`src/rtl/frame_serializer_pkg.sv`:
```
// frame_serializer_pkg
// Shared constants and types for the frame serializer.
//   WORD_W      : bits per serialized word
//   N_WORDS     : words per packet
//   PKT_W       : total packet width
//   BIT_CNT_W   : width of the within-word bit counter
//   WORD_CNT_W  : width of the word index
//   PKT_IDX_W   : width of a bit index into the whole packet
//   state_t     : serializer FSM states
package frame_serializer_pkg;

  localparam int WORD_W     = 9;
  localparam int N_WORDS    = 3;
  localparam int PKT_W      = WORD_W * N_WORDS;
  localparam int BIT_CNT_W  = $clog2(WORD_W);
  localparam int WORD_CNT_W = $clog2(N_WORDS);
  localparam int PKT_IDX_W  = $clog2(PKT_W);

  typedef enum logic [1:0] {
    IDLE,
    ARMED,
    SHIFT,
    GAP
  } state_t;

endpackage

```
`src/rtl/frame_serializer.sv`:
```
// frame_serializer
// Accepts a packet of N_WORDS words on start_i and shifts it out serially,
// word 0 first and MSB first within each word, one bit per ena_i tick.
// sync_o is low while a word's bits are on sdo_o and high for one tick
// period between words.
// Ports:
//   clk_i   : system clock
//   rst_i   : synchronous active-high reset
//   start_i : one-cycle packet request, honoured only in IDLE
//   data_i  : packet, word k = data_i[k*WORD_W +: WORD_W]
//   ena_i   : bit-rate tick, one clk_i cycle wide
//   sdo_o   : serial data (registered)
//   sync_o  : active-low frame strobe (registered)
//   busy_o  : high from acceptance until done_o (registered)
//   done_o  : one-cycle completion pulse (registered)
module frame_serializer
  import frame_serializer_pkg::*;
(
  input  logic             clk_i,
  input  logic             rst_i,
  input  logic             start_i,
  input  logic [PKT_W-1:0] data_i,
  input  logic             ena_i,
  output logic             sdo_o,
  output logic             sync_o,
  output logic             busy_o,
  output logic             done_o
);

  state_t                  state, state_n;
  logic [BIT_CNT_W-1:0]    bit_cnt, bit_cnt_n;
  logic [WORD_CNT_W-1:0]   word_idx, word_idx_n;
  logic [PKT_W-1:0]        pkt, pkt_n;
  logic                    sdo_n, sync_n, busy_n, done_n;

  logic [BIT_CNT_W-1:0]    sel_bit;
  logic [PKT_IDX_W-1:0]    sel_idx;
  logic                    last_bit;
  logic                    last_word;

  assign last_bit  = (bit_cnt == '0);
  assign last_word = (word_idx == WORD_CNT_W'(N_WORDS - 1));

  // The packet register never shifts; the bit presented next is selected
  // from word index and bit counter. In SHIFT it is the next lower bit;
  // entering a word from ARMED or GAP it is that word's MSB.
  always_comb begin
    sel_bit = BIT_CNT_W'(WORD_W - 1);
    if (state == SHIFT && !last_bit) begin
      sel_bit = bit_cnt - BIT_CNT_W'(1);
    end
    sel_idx = PKT_IDX_W'(word_idx) * PKT_IDX_W'(WORD_W) + PKT_IDX_W'(sel_bit);
  end

  always_comb begin
    state_n    = state;
    bit_cnt_n  = bit_cnt;
    word_idx_n = word_idx;
    pkt_n      = pkt;
    sdo_n      = sdo_o;
    sync_n     = sync_o;
    busy_n     = busy_o;
    done_n     = 1'b0;

    unique case (state)
      IDLE: begin
        // A tick coinciding with acceptance is deliberately not used.
        if (start_i) begin
          pkt_n      = data_i;
          busy_n     = 1'b1;
          bit_cnt_n  = '0;
          word_idx_n = '0;
          state_n    = ARMED;
        end
      end

      ARMED, GAP: begin
        if (ena_i) begin
          sync_n    = 1'b0;
          sdo_n     = pkt[sel_idx];
          bit_cnt_n = BIT_CNT_W'(WORD_W - 1);
          state_n   = SHIFT;
        end
      end

      SHIFT: begin
        if (ena_i) begin
          if (!last_bit) begin
            sdo_n     = pkt[sel_idx];
            bit_cnt_n = bit_cnt - BIT_CNT_W'(1);
          end else begin
            sync_n = 1'b1;
            sdo_n  = 1'b0;
            if (!last_word) begin
              word_idx_n = word_idx + WORD_CNT_W'(1);
              state_n    = GAP;
            end else begin
              done_n  = 1'b1;
              busy_n  = 1'b0;
              state_n = IDLE;
            end
          end
        end
      end

      default: state_n = IDLE;
    endcase
  end

  always_ff @(posedge clk_i) begin
    if (rst_i) begin
      state    <= IDLE;
      bit_cnt  <= '0;
      word_idx <= '0;
      pkt      <= '0;
      sdo_o    <= 1'b0;
      sync_o   <= 1'b1;
      busy_o   <= 1'b0;
      done_o   <= 1'b0;
    end else begin
      state    <= state_n;
      bit_cnt  <= bit_cnt_n;
      word_idx <= word_idx_n;
      pkt      <= pkt_n;
      sdo_o    <= sdo_n;
      sync_o   <= sync_n;
      busy_o   <= busy_n;
      done_o   <= done_n;
    end
  end

endmodule

```
`config.mk`:
```
export PLATFORM = sky130hd
export DESIGN_NAME = frame_serializer
export DESIGN_NICKNAME = d
export VERILOG_FILES = /design/src/rtl/frame_serializer_pkg.sv /design/src/rtl/frame_serializer.sv
export SDC_FILE = /design/constraint.sdc
export NUM_CORES = 1
export LEC_CHECK = 0
export ABC_CLOCK_PERIOD_IN_PS = 3030
export CORE_MARGIN = 2
export CORE_UTILIZATION = 47
export DETAILED_ROUTE_END_ITERATION = 10
export PLACE_DENSITY = 0.78
export SYNTH_ARGS = -nofsm -noshare
export SYNTH_HDL_FRONTEND = slang
export SYNTH_SLANG_ARGS = --single-unit
```
`constraint.sdc`:
```
create_clock -name clk_i -period 3.03 [get_ports clk_i]
set_input_delay 0.303 -clock clk_i [delete_from_list [all_inputs] [get_ports clk_i]]
set_output_delay 0.303 -clock clk_i [all_outputs]
set_load 0.01 [all_outputs]
```
==> results.py <==
metrics = {
    "timing": {
        "setup_viol": 1,
        "worst-slew-pin-transition_ps": 872,
        "setup_ws_ps": -55.2,
        "drv_slew": 0,
        "finalCritPeriodShare_pct": 102,
        "slew_headroom_pct": 41.7,
        "hold_slack_ps": 455,
        "fin_crit_ps": 3090,
        "finalHoldViolCount": 0,
        "rsz0062_at_grt": "true",
        "clock_skew_ps": 8.94,
        "fmax_mhz": 324,
    },
    "logic_synthesis": {
        "postSynthNetCount": 280,
        "yosys_register_bits": 39,
        "seq_area_frac_synth_pct": 39.3,
        "synth_area_leaders": "dfxtp_1 (39%), nand2_1 (11%), a21oi_1 (8.8%)",
        "yosysWarningCount": 0,
        "ys_top_cells_by_count": "nand2_1 (60), dfxtp_1 (39), a21oi_1 (35)",
        "synth_top_area_cell": "dfxtp_1",
        "syn_avg_cell_area_um2": 8.27,
        "synth_edf_count": 0,
        "yosysMostFrequentCell": "nand2_1",
        "ys_types": 40,
        "synth-main-ff-cell": "dfxtp_1",
        "syn_area_um2": 1980,
        "synth.top_cell.area_share_pct": 39.3,
        "syn_inst": 240,
        "synthArstFlopShare_pct": 0,
    },
    "global_routing": {
        "grt_max_degree": 29,
        "antenna_found_initial": 0,
        "overflow": 0,
        "grt_usage_pct": 20.6,
        "grt_pass1_wl_um": 7220,
        "first_global_vias": 1623,
    },
    "worst_setup_path": {
        "critical_path_class": "flip-flop to flip-flop",
        "regToRegStartpoint": "bit_cnt[0]",
        "rr_endpoint": "sdo_o",
        "r2r_slack_ps": -60,
        "crit_fanout": 3,
        "end_kind": "flip-flop",
        "ff2ff_path_depth": 14,
        "worstPathArrival_ps": 3270,
        "required_ps": 3210,
        "startpoint_type": "flip-flop",
        "cp-startpoint": "bit_cnt[0]",
    },
    "clock_network": {
        "root_buffer": "clkbuf_8",
        "clockBufferDepth": 2,
        "h-tree-depth": 2,
        "clock_sinks": 39,
        "cts_setup_buffers": 0,
        "clock_latency_ps": 290,
        "cts_buffers": 5,
        "cts_tree": "done",
        "hold_buffers": 0,
        "path_clk_slew_ps": 70,
    },
    "place": {
        "io_buffers": 34,
        "place_ws_ps": -79.0,
        "routabilityCongestion": 0.952,
        "hpwl_um": 3000,
    },
    "detailed_routing": {
        "ant_nets": 0,
        "drc_errors": 0,
        "post_drt_wl_per_cell_um": 12.7,
        "drt_iter0_drc": 95,
        "vias_per_cell": 5.25,
        "vias": 1749,
        "drt_pass1_iterations": 4,
        "routed_wl_um": 4220,
    },
    "floorplan": {
        "io_pins": 35,
        "die_y_um": 69.0,
        "start_util_pct": 49.3,
        "row_count": 23,
        "die_area_um2": 4760,
        "die_w_um": 69.0,
        "coreArea_um2": 4030,
    },
    "min_path": {
        "min-delay-start": "pkt[13]",
        "holdPathEnd": "pkt[13]",
        "whs_path_depth": 2,
        "hp-class": "flip-flop to flip-flop",
    },
    "layout": {
        "layout.nets": 322,
        "antennaDiodeCount": 0,
        "area_growth_pct": 30.0,
        "drive_above_1_share_pct": 13.4,
        "n_fill_cell": 381,
    },
    "outcome": {
        "violations": "setup timing",
        "status": "finished with violations",
    },
    "power_and_ir_drop": {
        "powerDensity_nw_per_um2": 476,
        "p_leak_uw": 0.000985,
        "peakVddDrop_v": 0.000270,
    },
    "run": {
        "max_cap_violations": 0,
    },
}
registers in the layout, summed over array words and instances, names as in the netlist:
signal    flops
state         2
sync_o        1
word_idx      2
sdo_o         1
busy_o        1
done_o        1
pkt          27
bit_cnt       4
power by group:
group | leakage (uW) | internal (uW) | switching (uW)
Clock | 0.0000612 | 266 | 179
Sequential | 0.000320 | 549 | 19.4
Combinational | 0.000604 | 105 | 108
area by class of cell:
cell class / count / area [um2] / share of cell area (%)
well taps: 50 / 62.6 / 2.42
repair buffers: 49 / 453 / 17.6
clock inverters: 2 / 35.0 / 1.36
clock buffers: 6 / 82.6 / 3.20
flip-flops and latches: 39 / 783 / 30.4
multi-input cells: 177 / 1130 / 43.6
inverters: 10 / 37.5 / 1.45
logic make-up (layout without fill, tap and decap cells):
family | after synthesis | count (layout) | synth area share [%]
compound gates | 53 | 53 | 15.3
simple gates | 97 | 97 | 21.2
xor+xnor | 5 | 5 | 2.21
fa+ha+maj | 9 | 9 | 6.05
buf+inv | 24 | 67 | 5.99
mux | 13 | 13 | 9.90
flops | 39 | 39 | 39.3
through the flow:
step | utilization [%] | power [uW] | cell area [um2] | TNS (ps) | std cells
global placement | 60.7 | 788 | 2450 | -20.7 | 325
global route | 64.0 | 1290 | 2580 | -212 | 333
CTS | 64.0 | 1230 | 2580 | -58.6 | 333
finish | 64.0 | 1230 | 2580 | -55.2 | 333
floorplan | - | 709 | 2010 | -185 | 240
detailed placement | 60.7 | 792 | 2450 | -79.0 | 325
critical path: stages, from the launching register on:
cell and delay, ps:
dfxtp_2 340, inv_2 50, ha_4 150, nor3b_4 140, or2_1 240, nor2_1 130
ha_2 200, ha_4 130, inv_2 30, fa_1 520, mux4_2 520, mux2_4 280
nand2_2 60, nand4bb_1 90, o21a_1 110
how the worst max path moves through the flow:
stage / endpoint / slack [ps] / depth (start not counted)
5_1_grt: sdo_o / -210 / 14
6_report: sdo_o / -60 / 14
3_3_place_gp: sdo_o / -20 / 14
4_1_cts: sdo_o / -60 / 14
2_1_floorplan: sdo_o / -180 / 15
3_5_place_dp: sdo_o / -80 / 14
repair_timing:
action                     4_1_cts  5_1_grt
cloned                           0        0
setup endpoints to repair        1        1
pin swaps                        7        0
gates resized for setup          3        0
metal layers:
layer	part of all wire [%]	up-vias	wire length [um]	track usage (%)
li1	-	895	-	-
met3	5.5	5	233	4.71
met4	1.2	0	51	7.35
met5	0	-	0	0
met2	48	44	2010	32.8
met1	46	805	1920	27.3
cells in the final DEF (no fill, tap or decap), types with 5 or more instances in the layout:
master / n
nor2_1: 18
inv_1: 7
a21oi_1: 35
nand2_1: 59
dfxtp_1: 37
buf_4: 15
clkdlybuf4s50_1: 34
ha_1: 5
mux2i_1: 8
clkbuf_8: 6
Power figures use the tool's default switching activity.
